<file path="config.mk">
export PLATFORM = sky130hd
export DESIGN_NAME = vga_timing_ctrl
export DESIGN_NICKNAME = d
export VERILOG_FILES = /design/src/rtl/vga_timing_ctrl.sv
export SDC_FILE = /design/constraint.sdc
export NUM_CORES = 1
export LEC_CHECK = 0
export CORE_MARGIN = 1
export CORE_UTILIZATION = 57
export CTS_CLUSTER_SIZE = 14
export DETAILED_ROUTE_END_ITERATION = 10
export HOLD_SLACK_MARGIN = 0.05
export PLACE_DENSITY = 0.88
export SYNTH_ARGS = -nofsm -noshare
export SYNTH_HDL_FRONTEND = slang
export SYNTH_SLANG_ARGS = --single-unit
export TNS_END_PERCENT = 20
</file>
<file path="constraint.sdc">
create_clock -name clk_v -period 6.5 [get_ports clk_v]
set_input_delay 0.975 -clock clk_v [delete_from_list [all_inputs] [get_ports clk_v]]
set_output_delay 0.975 -clock clk_v [all_outputs]
set_load 0.1 [all_outputs]
</file>
<file path="src/rtl/vga_timing_ctrl.sv">
// VGA timing generator with a two-stage output pipeline.
// Drives sync, display enable, pixel data and a frame start pulse.
module vga_timing_ctrl #(
    parameter int H_ACTIVE = 640,
    parameter int H_FP     = 16,
    parameter int H_SYNC   = 96,
    parameter int H_BP     = 48,
    parameter int V_ACTIVE = 480,
    parameter int V_FP     = 10,
    parameter int V_SYNC   = 2,
    parameter int V_BP     = 33,
    parameter bit SYNC_POL = 1'b0
) (
    input  logic        clk_v,
    input  logic        reset_v,
    input  logic        en_i,
    input  logic        self_test_i,
    output logic        data_req_o,
    input  logic [11:0] data_i,
    output logic        hsync_o,
    output logic        vsync_o,
    output logic        de_o,
    output logic [11:0] rgb_o,
    output logic        frame_start_o
);

    localparam int H_TOTAL = H_ACTIVE + H_FP + H_SYNC + H_BP;
    localparam int V_TOTAL = V_ACTIVE + V_FP + V_SYNC + V_BP;
    localparam int HW      = $clog2(H_TOTAL);
    localparam int VW      = $clog2(V_TOTAL);
    localparam int BAR_W   = H_ACTIVE / 8;

    localparam logic [HW-1:0] H_LAST = HW'(H_TOTAL - 1);
    localparam logic [HW-1:0] H_VIS  = HW'(H_ACTIVE);
    localparam logic [HW-1:0] H_SS   = HW'(H_ACTIVE + H_FP);
    localparam logic [HW-1:0] H_SE   = HW'(H_ACTIVE + H_FP + H_SYNC);
    localparam logic [VW-1:0] V_LAST = VW'(V_TOTAL - 1);
    localparam logic [VW-1:0] V_VIS  = VW'(V_ACTIVE);
    localparam logic [VW-1:0] V_SS   = VW'(V_ACTIVE + V_FP);
    localparam logic [VW-1:0] V_SE   = VW'(V_ACTIVE + V_FP + V_SYNC);

    logic [HW-1:0] h_q, h_d;
    logic [VW-1:0] v_q, v_d;
    logic          test_q, test_d;

    logic          de1_q, de1_d;
    logic          hs1_q, hs1_d;
    logic          vs1_q, vs1_d;
    logic          fs1_q, fs1_d;
    logic          tm1_q, tm1_d;
    logic [11:0]   bar1_q, bar1_d;

    logic          hsync_q, hsync_d;
    logic          vsync_q, vsync_d;
    logic          de_q, de_d;
    logic          fs_q, fs_d;
    logic [11:0]   rgb_q, rgb_d;

    logic          at_origin;
    logic          visible;
    logic          test_eff;
    logic [2:0]    bar_idx;

    // Decode of the registered counters; a test request seen at (0,0)
    // must already govern the first pixel of that frame.
    always_comb begin
        at_origin  = (h_q == '0) && (v_q == '0);
        visible    = (h_q < H_VIS) && (v_q < V_VIS);
        test_eff   = at_origin ? self_test_i : test_q;
        data_req_o = ~reset_v & en_i & visible & ~test_eff;
    end

    // Counter and test-latch next state; disable parks at the origin.
    always_comb begin
        h_d    = h_q;
        v_d    = v_q;
        test_d = test_eff;
        if (!en_i) begin
            h_d = '0;
            v_d = '0;
        end else if (h_q == H_LAST) begin
            h_d = '0;
            v_d = (v_q == V_LAST) ? '0 : v_q + 1'b1;
        end else begin
            h_d = h_q + 1'b1;
        end
    end

    // First pipeline stage: region flags and colour-bar selection.
    always_comb begin
        bar_idx = 3'(int'(h_q) / BAR_W);
        de1_d   = en_i & visible;
        hs1_d   = en_i & (h_q >= H_SS) & (h_q < H_SE);
        vs1_d   = en_i & (v_q >= V_SS) & (v_q < V_SE);
        fs1_d   = en_i & at_origin;
        tm1_d   = test_eff;
        case (bar_idx)
            3'd0:    bar1_d = 12'hfff;
            3'd1:    bar1_d = 12'hff0;
            3'd2:    bar1_d = 12'h0ff;
            3'd3:    bar1_d = 12'h0f0;
            3'd4:    bar1_d = 12'hf0f;
            3'd5:    bar1_d = 12'hf00;
            3'd6:    bar1_d = 12'h00f;
            default: bar1_d = 12'h000;
        endcase
    end

    // Second pipeline stage: sync polarity and pixel source select.
    always_comb begin
        hsync_d = hs1_q ? SYNC_POL : ~SYNC_POL;
        vsync_d = vs1_q ? SYNC_POL : ~SYNC_POL;
        de_d    = de1_q;
        fs_d    = fs1_q;
        rgb_d   = 12'h000;
        if (de1_q) begin
            rgb_d = tm1_q ? bar1_q : data_i;
        end
    end

    // State registers with synchronous reset to an idle, blank output.
    always_ff @(posedge clk_v) begin
        if (reset_v) begin
            h_q     <= '0;
            v_q     <= '0;
            test_q  <= 1'b0;
            de1_q   <= 1'b0;
            hs1_q   <= 1'b0;
            vs1_q   <= 1'b0;
            fs1_q   <= 1'b0;
            tm1_q   <= 1'b0;
            bar1_q  <= 12'h000;
            hsync_q <= ~SYNC_POL;
            vsync_q <= ~SYNC_POL;
            de_q    <= 1'b0;
            fs_q    <= 1'b0;
            rgb_q   <= 12'h000;
        end else begin
            h_q     <= h_d;
            v_q     <= v_d;
            test_q  <= test_d;
            de1_q   <= de1_d;
            hs1_q   <= hs1_d;
            vs1_q   <= vs1_d;
            fs1_q   <= fs1_d;
            tm1_q   <= tm1_d;
            bar1_q  <= bar1_d;
            hsync_q <= hsync_d;
            vsync_q <= vsync_d;
            de_q    <= de_d;
            fs_q    <= fs_d;
            rgb_q   <= rgb_d;
        end
    end

    assign hsync_o       = hsync_q;
    assign vsync_o       = vsync_q;
    assign de_o          = de_q;
    assign rgb_o         = rgb_q;
    assign frame_start_o = fs_q;

endmodule

</file>
==> flow_summary.json <==
{
  "num_antenna_cells": 0,
  "setup_viol": 0,
  "clock_skew_ns": 0.0139,
  "wl_per_cell_um": 13.6,
  "ys_ff_latch": 44,
  "r2r-start": "h_q[7]",
  "num_vias": 1733,
  "cts_num_sinks": 44,
  "nets": 282,
  "synthTopCellsByArea": "dfxtp_1 (42%), nand2b_1 (5.1%), nor2_1 (4.1%), a21oi_1 (3.6%), xnor2_1 (3.4%)",
  "whs_ns": 0.393,
  "rows": 21,
  "first_iter_violations": 86,
  "multi_input_area_um2": 1110,
  "synth_top_area_share_pct": 42.3,
  "p_leak_nw": 0.902,
  "tritoncts": "built",
  "core-area_um2": 3420,
  "viasPerCell": 5.63,
  "die-height_um": 62.4,
  "period_share_pct": 67.6,
  "status": "finished, final reports clean",
  "layout_commonest_cell": "dfxtp_1",
  "antenna_found_initial": 0,
  "wl_um": 4200,
  "grt_pass1_wl_um": 7240,
  "critical_path_arrival_ns": 3.42,
  "firstDrtPassIters": 4,
  "die_x_um": 62.4,
  "synth_cells": 232,
  "path_class": "primary input to output port",
  "holdBufCountCts": 0,
  "grt_pass1_vias": 1646,
  "synth_area_um2": 2080,
  "ys_seq_area_share_pct": 42.3,
  "nFillCells": 251,
  "num_io_pins": 33,
  "synthFlopType": "dfxtp_1",
  "maxCapViolCount": 0,
  "timing.slew.headroom_pct": 34.8,
  "cts_htree_levels": 2,
  "hold_viol": 0,
  "die-area_um2": 3900,
  "cts_resized": 0,
  "grt.overflow.total": 0,
  "portBuffers": 32,
  "fin_setup_tns_ns": 0,
  "regArea_um2": 881,
  "r2r_slack_ns": 3.93,
  "synthArstFlopShare_pct": 0,
  "utilization_pct": 72.9,
  "ctsLongestPathBuffers": 2,
  "worst_r2r_endpoint": "bar1_q[3]",
  "cts_root_buf": "clkbuf_4",
  "start_util_pct": 61.0,
  "cts-buffers-inserted": 5,
  "insertion_delay_ns": 0.37,
  "drtAntennaViolNets": 0,
  "worst_pin_slew_ns": 0.976,
  "drv_slew": 0,
  "ys_types": 53,
  "synth_nets": 253,
  "drc": 0,
  "synth_edf_count": 0,
  "gp_congestion": 0.910,
  "syn_to_final_growth_pct": 19.5,
  "required_ns": 5.52,
  "grt_max_degree": 21,
  "postCtsSetupBuffers": 0,
  "endpoint": "data_req_o",
  "syn_avg_cell_area_um2": 8.97,
  "rsz0062_at_grt": "false",
  "hold_path.class": "flip-flop to flip-flop",
  "clkSlewWorstSetupHoldPaths_ns": 0.14,
  "crit_path_end_kind": "output port",
  "drive_gt1_share_pct": 8.02,
  "worstSetupStartpoint": "reset_v",
  "p_per_area_nw_per_um2": 204,
  "finalCriticalPeriod_ns": 4.40,
  "track_usage_pct": 23.3,
  "yosysTopAreaCell": "dfxtp_1",
  "crit_path_start_kind": "primary input",
  "crit_fanout": 6,
  "setup_slack_ns": 2.10,
  "hpwlAfterDp_um": 2950,
  "layout_common_cells": "dfxtp_1 (44), clkdlybuf4s50_1 (32), nor2_1 (23), nand2_1 (17), nand2b_1 (17)",
  "yosysWarnings": 0,
  "ir_drop_uv": 110,
  "dp_slack_ns": 2.10,
  "reg2regPathDepth": 7,
  "fmax_mhz": 227
}
## per-stage QoR
stage                     power (mW)  instance area (µm²)  instances
final                          0.507                 2490        308
after global routing           0.529                 2490        308
after CTS                      0.511                 2490        308
after detailed placement       0.339                 2400        300
after global placement         0.338                 2400        300
after floorplan                0.320                 2080        232
## how the worst min path moves through the flow
stage / to / start / slack (ns) / depth (start not counted)
3_5_place_dp: vsync_o / vs1_q / 0.36 / 1
5_1_grt: vsync_o / vs1_q / 0.43 / 1
2_1_floorplan: hsync_o / hs1_q / 0.35 / 1
4_1_cts: vsync_o / vs1_q / 0.39 / 1
6_report: vsync_o / vs1_q / 0.39 / 1
3_3_place_gp: hsync_o / hs1_q / 0.35 / 1
## cell families after synthesis
family                   count (synthesis)  synth area share (%)
AO/OA/AOI/OAI                           41                  13.9
multiplexers                             2                 0.962
buffers and inverters                   19                  4.27
adder cells (fa/ha/maj)                  5                  3.00
XOR/XNOR                                16                  6.73
flip-flops                              44                  42.3
AND/OR/NAND/NOR                        105                  28.8
## power breakdown
group / total (mW) / internal [mW] / leakage, nW / switching, mW
Clock: 0.174 / 0.0822 / 0.0418 / 0.0920
Sequential: 0.278 / 0.275 / 0.358 / 0.00305
Combinational: 0.0551 / 0.0198 / 0.502 / 0.0353
Total: 0.507 / 0.377 / 0.902 / 0.130
## metal layers
metal	wire (µm)	part of all wire (%)	global-route usage (%)	vias to the layer above
met5	0	0	0	-
met4	68	1.6	11.3	0
met3	301	7.2	4.93	8
met2	1920	46	37.9	70
met1	1910	45	29.1	777
li1	-	-	-	878
## registers in the layout (all words and copies together) (netlist names), 3 cells and up
name and flops:
rgb_o 12, v_q 10, bar1_q 3, h_q 10
## worst max-delay path, stage by stage
cell	delay [ns]
clkdlybuf4s50_1	0.51
nor2b_1	0.41
and4b_1	0.26
and2_1	0.12
clkdlybuf4s50_1	1.13
## synthesized netlist by cell type (6+ instances only)
| library cell | number |
|---|---|
| nand2_1 | 17 |
| and3_1 | 7 |
| inv_1 | 9 |
| nand4_1 | 7 |
| nor2_1 | 23 |
| nand2b_1 | 17 |
| xnor2_1 | 8 |
| xor2_1 | 8 |
| a21oi_1 | 15 |
| dfxtp_1 | 44 |
| nand3_1 | 6 |
## cell type report
class	count	area share (%)
clock inverter	3	1.86
inverter	9	1.36
tap	46	2.31
multi-input combinational	169	44.7
timing repair buffer	32	12.9
sequential	44	35.4
clock buffer	5	1.51
(Power assumes the default switching activity.)
==> edit 1: new RTL, same flow settings <==
Register the output `vsync_o` once more, with the module's reset; this adds one clock of latency there. The other outputs are not delayed to match.
--- a/src/rtl/vga_timing_ctrl.sv
+++ b/src/rtl/vga_timing_ctrl.sv
@@ -154,7 +154,13 @@
     end
 
     assign hsync_o       = hsync_q;
-    assign vsync_o       = vsync_q;
+    always_ff @(posedge clk_v) begin
+        if (reset_v) begin
+            vsync_o <= '0;
+        end else begin
+            vsync_o <= vsync_q;
+        end
+    end
     assign de_o          = de_q;
     assign rgb_o         = rgb_q;
     assign frame_start_o = fs_q;
Check against the original RTL: not equivalent (a bounded check fails within 4 cycles, from zero or initial values and one cycle with reset_v high).
==> edit 1 against the original RTL <==
Area after synthesis rose by 3.4%. Worst hold slack got worse by 0.0051 ns. Clock skew fell by 0.0071 ns. Wire length grew 4.0%. Total power increased by 2.0%. Final area is 2.6% higher. Setup slack worse by 0.34 ns. Critical path depth is the same. Synthesized cell count increased by 12%. Maximum frequency decreased by 7.2%. Sequential cell count grew 1. Global-route usage grew 0.66 points.
==> edit 1: results (changes against the original RTL) <==
Status: completed
Post-synthesis net count: 281 (+11%)
Comb pwr: 0.0000577 W (+4.7%)
CP arrival: 3.76 ns (+0.34 ns)
WHS: 0.388 ns (-0.00513 ns)
Reg2reg start: h_q[8]
Worst slew margin relative to its limit: 34.4% (-0.37 points)
Cells after Synth: 260 (+12%)
Number of global-route vias before repair: 1,709 (+3.8%)
Worst vdd ir: 0.125 mV (+13%)
Finished Layout Cells: 331 (+7.5%)
DRT iter0 DRCs: 141 (+64%)
Grt met3 use: 6.16% (+1.2 points)
R2R cell count: 9 (+2)
GR Layer Usage met1: 30.1% (+0.96 points)
Placed cell areas: 2460 um^2 (+2.4%)
Seq power: 0.000284 W (+2%)
Routing usage on met2: 39.4% (+1.5 points)
First-pass GRT wire length: 7.67 mm (+5.9%)
WL met1: 1.97 mm (+3.2%)
Share of layout cells above drive strength 1: 4.91% (-3.1 points)
GR Util All Layers: 23.9% (+0.66 points)
Clk_lat worst skew: 0.30 ns (-0.07 ns)
CP Max Fanout: 11 (+5)
Largest cells by area after synthesis: dfxtp_1 42%, a21oi_1 5.8%, nand2b_1 5.8%
Clock-pin slew on the worst setup and hold paths: 0.08 ns (-0.06 ns)
Root Driver: clkbuf_8
Metal3 WL: 350 um (+16%)
Synth cell count leaders: 45 x dfxtp_1, 25 x a21oi_1, 24 x nand2_1
Routability-driven placement congestion ratio: 0.927 (+1.9%)
Placed wire-length estimate: 3.11 mm (+5.5%)
Clock skew: 0.00680 ns (-0.00711 ns)
Standby leakage power: 0.949 nW (+5.3%)
Net count reported at finish: 305 (+8.2%)
Comb power frac: 11.2% (+0.3 points)
Vias: 1,859 (+7.3%)
WHS Endpoint: hsync_o
Placed insts: 323 (+7.7%)
Met2 wire len: 1.99 mm (+3.6%)
Routed WL per cell: 13.2 um (-3.3%)
Sw Share: 26.9% (+1.3 points)
Seq/Total Area, Yosys: 41.9% (-0.45 points)
==> edit 1: layout make-up <==
class | instances | area [um^2] | share of cell area [%]
clock buffers | 5 | 68.8 | 2.69
inverters | 11 | 41.3 | 1.62
multi-input cells | 189 | 1140 | 44.8
well taps | 46 | 57.6 | 2.25
repair buffers | 32 | 320 | 12.5
flip-flops and latches | 45 | 901 | 35.3
clock inverters | 3 | 21.3 | 0.833
==> edit 1: cells by family (layout without fill, tap and decap cells) <==
| kind of cell | after synthesis | after routing | share of synthesized area [%] |
|---|---|---|---|
| compound gates | 56 | 56 | 16.2 |
| xor+xnor | 12 | 12 | 4.88 |
| fa+ha+maj | 6 | 6 | 3.37 |
| buf+inv | 26 | 51 | 5.00 |
| flops | 45 | 45 | 41.9 |
| mux | 1 | 1 | 0.465 |
| simple gates | 114 | 114 | 28.3 |
==> edit 1: worst max-delay path: stages <==
cell and delay, ns:
clkdlybuf4s50_1 0.58, nand2b_1 0.38, a2111oi_0 0.48, and2_1 0.20, clkdlybuf4s50_1 1.14
==> edit 2: new RTL, same settings <==
Made on the original files. The parameter `V_FP` goes from 10 to 11.
--- a/src/rtl/vga_timing_ctrl.sv
+++ b/src/rtl/vga_timing_ctrl.sv
@@ -6,7 +6,7 @@
     parameter int H_SYNC   = 96,
     parameter int H_BP     = 48,
     parameter int V_ACTIVE = 480,
-    parameter int V_FP     = 10,
+    parameter int V_FP     = 11,
     parameter int V_SYNC   = 2,
     parameter int V_BP     = 33,
     parameter bit SYNC_POL = 1'b0
Behaviour: same outputs for any inputs over 10 cycles, from zero or initial values and one cycle with reset_v high; that may be too few to reach the edited logic, so the function may still have changed.
==> edit 2 against the original RTL <==
Clock skew shrank 0.012 ns. Core utilization shrank 0.90 points. Total power up 9.1%. Sequential cell count did not move. Critical endpoint unchanged. Final area rose by 7.4%. Largest power group unchanged. Area after synthesis is 8.3% higher. Combinational power increased by 3%. Wire length up 23%. Setup slack got worse by 0.11 ns.
==> edit 2: results (changes against the original RTL) <==
Initial antenna violation count: 0 (unchanged)
Clock skew: 0.00157 ns (-0.0123 ns)
Largest cells by area after synthesis: dfxtp_1 39%, a21oi_1 5.5%, nand2b_1 5.3%
Clk_lat worst skew: 0.30 ns (-0.07 ns)
CORE AREA: 3720 um^2 (+8.8%)
Reg2reg setup slack: 3.21 ns (-0.72 ns)
Placed wire-length estimate: 3.48 mm (+18%)
Placed cell areas: 2550 um^2 (+6.1%)
Reg2reg start: h_q[8]
Standby leakage power: 0.944 nW (+4.7%)
Max reg flops: 12 (unchanged)
Post_cts resized: 0 (unchanged)
CP arrival: 3.53 ns (+0.11 ns)
Net count reported at finish: 316 (+12%)
Async set-reset flop share out of synthesis: 0% (unchanged)
CP startpoint: reset_v
Synth Area in XOR/XNOR: 5.05% (-1.7 points)
Number of global-route vias before repair: 1,794 (+9.0%)
WHS: 0.396 ns (+0.00297 ns)
Root Driver: clkbuf_8
Worst hold path type: reg -> reg
Post-Route WL: 5.16 mm (+23%)
Hold wc startpoint: vs1_q
DR pass1 iterations: 6 (+2)
F_max: 222 MHz (-2.4%)
DRC Markers: 0 (unchanged)
GR Util All Layers: 26.5% (+3.2 points)
Placed insts: 334 (+11%)
Status: completed
Largest net degree at the start of global routing: 25 (+19%)
DRT iter0 DRCs: 196 (+130%)
Combinational family with the most area after synthesis: simple AND/OR/NAND/NOR gates
CP Max Fanout: 10 (+4)
Finished Layout Cells: 342 (+11%)
Post-synthesis net count: 295 (+17%)
Fillcell total: 285 (+14%)
Cells after Synth: 272 (+17%)
Worst slew margin relative to its limit: 34.7% (-0.054 points)
Clock-pin slew on the worst setup and hold paths: 0.08 ns (-0.06 ns)
Most common flop cell mapped by yosys: dfxtp_1
Setup Slack @ Placement: 1.99 ns (-0.101 ns)
Worst vdd ir: 0.168 mV (+52%)
First-pass GRT wire length: 8.50 mm (+17%)
Synth warn: 0 (unchanged)
CTS max path bufs: 2 (unchanged)
Postcts setup bufs: 0 (unchanged)
Synth cell count leaders: 44 x dfxtp_1, 29 x nor2_1, 25 x a21oi_1
I/O Buffers: 32 (unchanged)
Seq/Total Area, Yosys: 39.1% (-3.2 points)
Vias: 2,015 (+16%)
Mux contribution to synthesized area: 1.33% (+0.37 points)
Diodes inserted: 0 (unchanged)
Synth Area in Adders: 4.33% (+1.3 points)
CTS Buf Count: 5 (unchanged)
Routability-driven placement congestion ratio: 0.837 (-8.0%)
Share of layout cells above drive strength 1: 4.08% (-3.9 points)
Post-synthesis cell type count: 50 (-5.7%)
H-tree levels: 2 (unchanged)
Compound-Gate Fraction of Synth Area: 17.3% (+3.4 points)
## edit 2: worst paths after layout
path,end,depth (start not counted)
setup / recovery,data_req_o,6
hold / removal,vsync_o,1
setup reg to reg,bar1_q[3],9
hold reg to reg,vsync_o,1
## edit 2: where the power goes
part / total, W / internal (W) / switching [W] / leakage [nW]
logic: 0.0000570 / 0.0000203 / 0.0000367 / 0.525
registers: 0.000278 / 0.000275 / 0.00000326 / 0.358
clock network: 0.000219 / 0.000126 / 0.0000931 / 0.0614
## edit 2: final cells by class
| type | instances | area [um^2] | area share [%] |
|---|---|---|---|
| flip-flops and latches | 44 | 881 | 32.9 |
| multi-input cells | 199 | 1250 | 46.7 |
| clock inverters | 2 | 38.8 | 1.45 |
| clock buffers | 6 | 82.6 | 3.09 |
| well taps | 48 | 60.1 | 2.25 |
| repair buffers | 32 | 320 | 12.0 |
| inverters | 11 | 41.3 | 1.54 |
## edit 2: worst max-delay path, cell delays in order
cell and delay, ns:
clkdlybuf4s50_1 0.57, nand2b_1 0.33, nor2_1 0.17, o211a_1 0.18
and2_1 0.15, clkdlybuf4s50_1 1.14
## edit 2: routing by layer
layer  GRT usage, %  part of all wire, %  vias to the layer above  wire (um)
met5              0                    0                        -          0
met1           35.4                   44                      929       2270
met4           12.5                  1.8                        0         95
met3           5.28                  7.3                       11        375
met2           40.5                   47                       83       2420
li1               -                    -                      992          -
## edit 2: cell families after synthesis
kind of cell               after synthesis
buffers and inverters                   29
adders and majority gates                8
xor gates and xnor gates                13
DFF                                     44
AOI/OAI and AO/OA                       59
muxes                                    3
and+or+nand+nor                        116
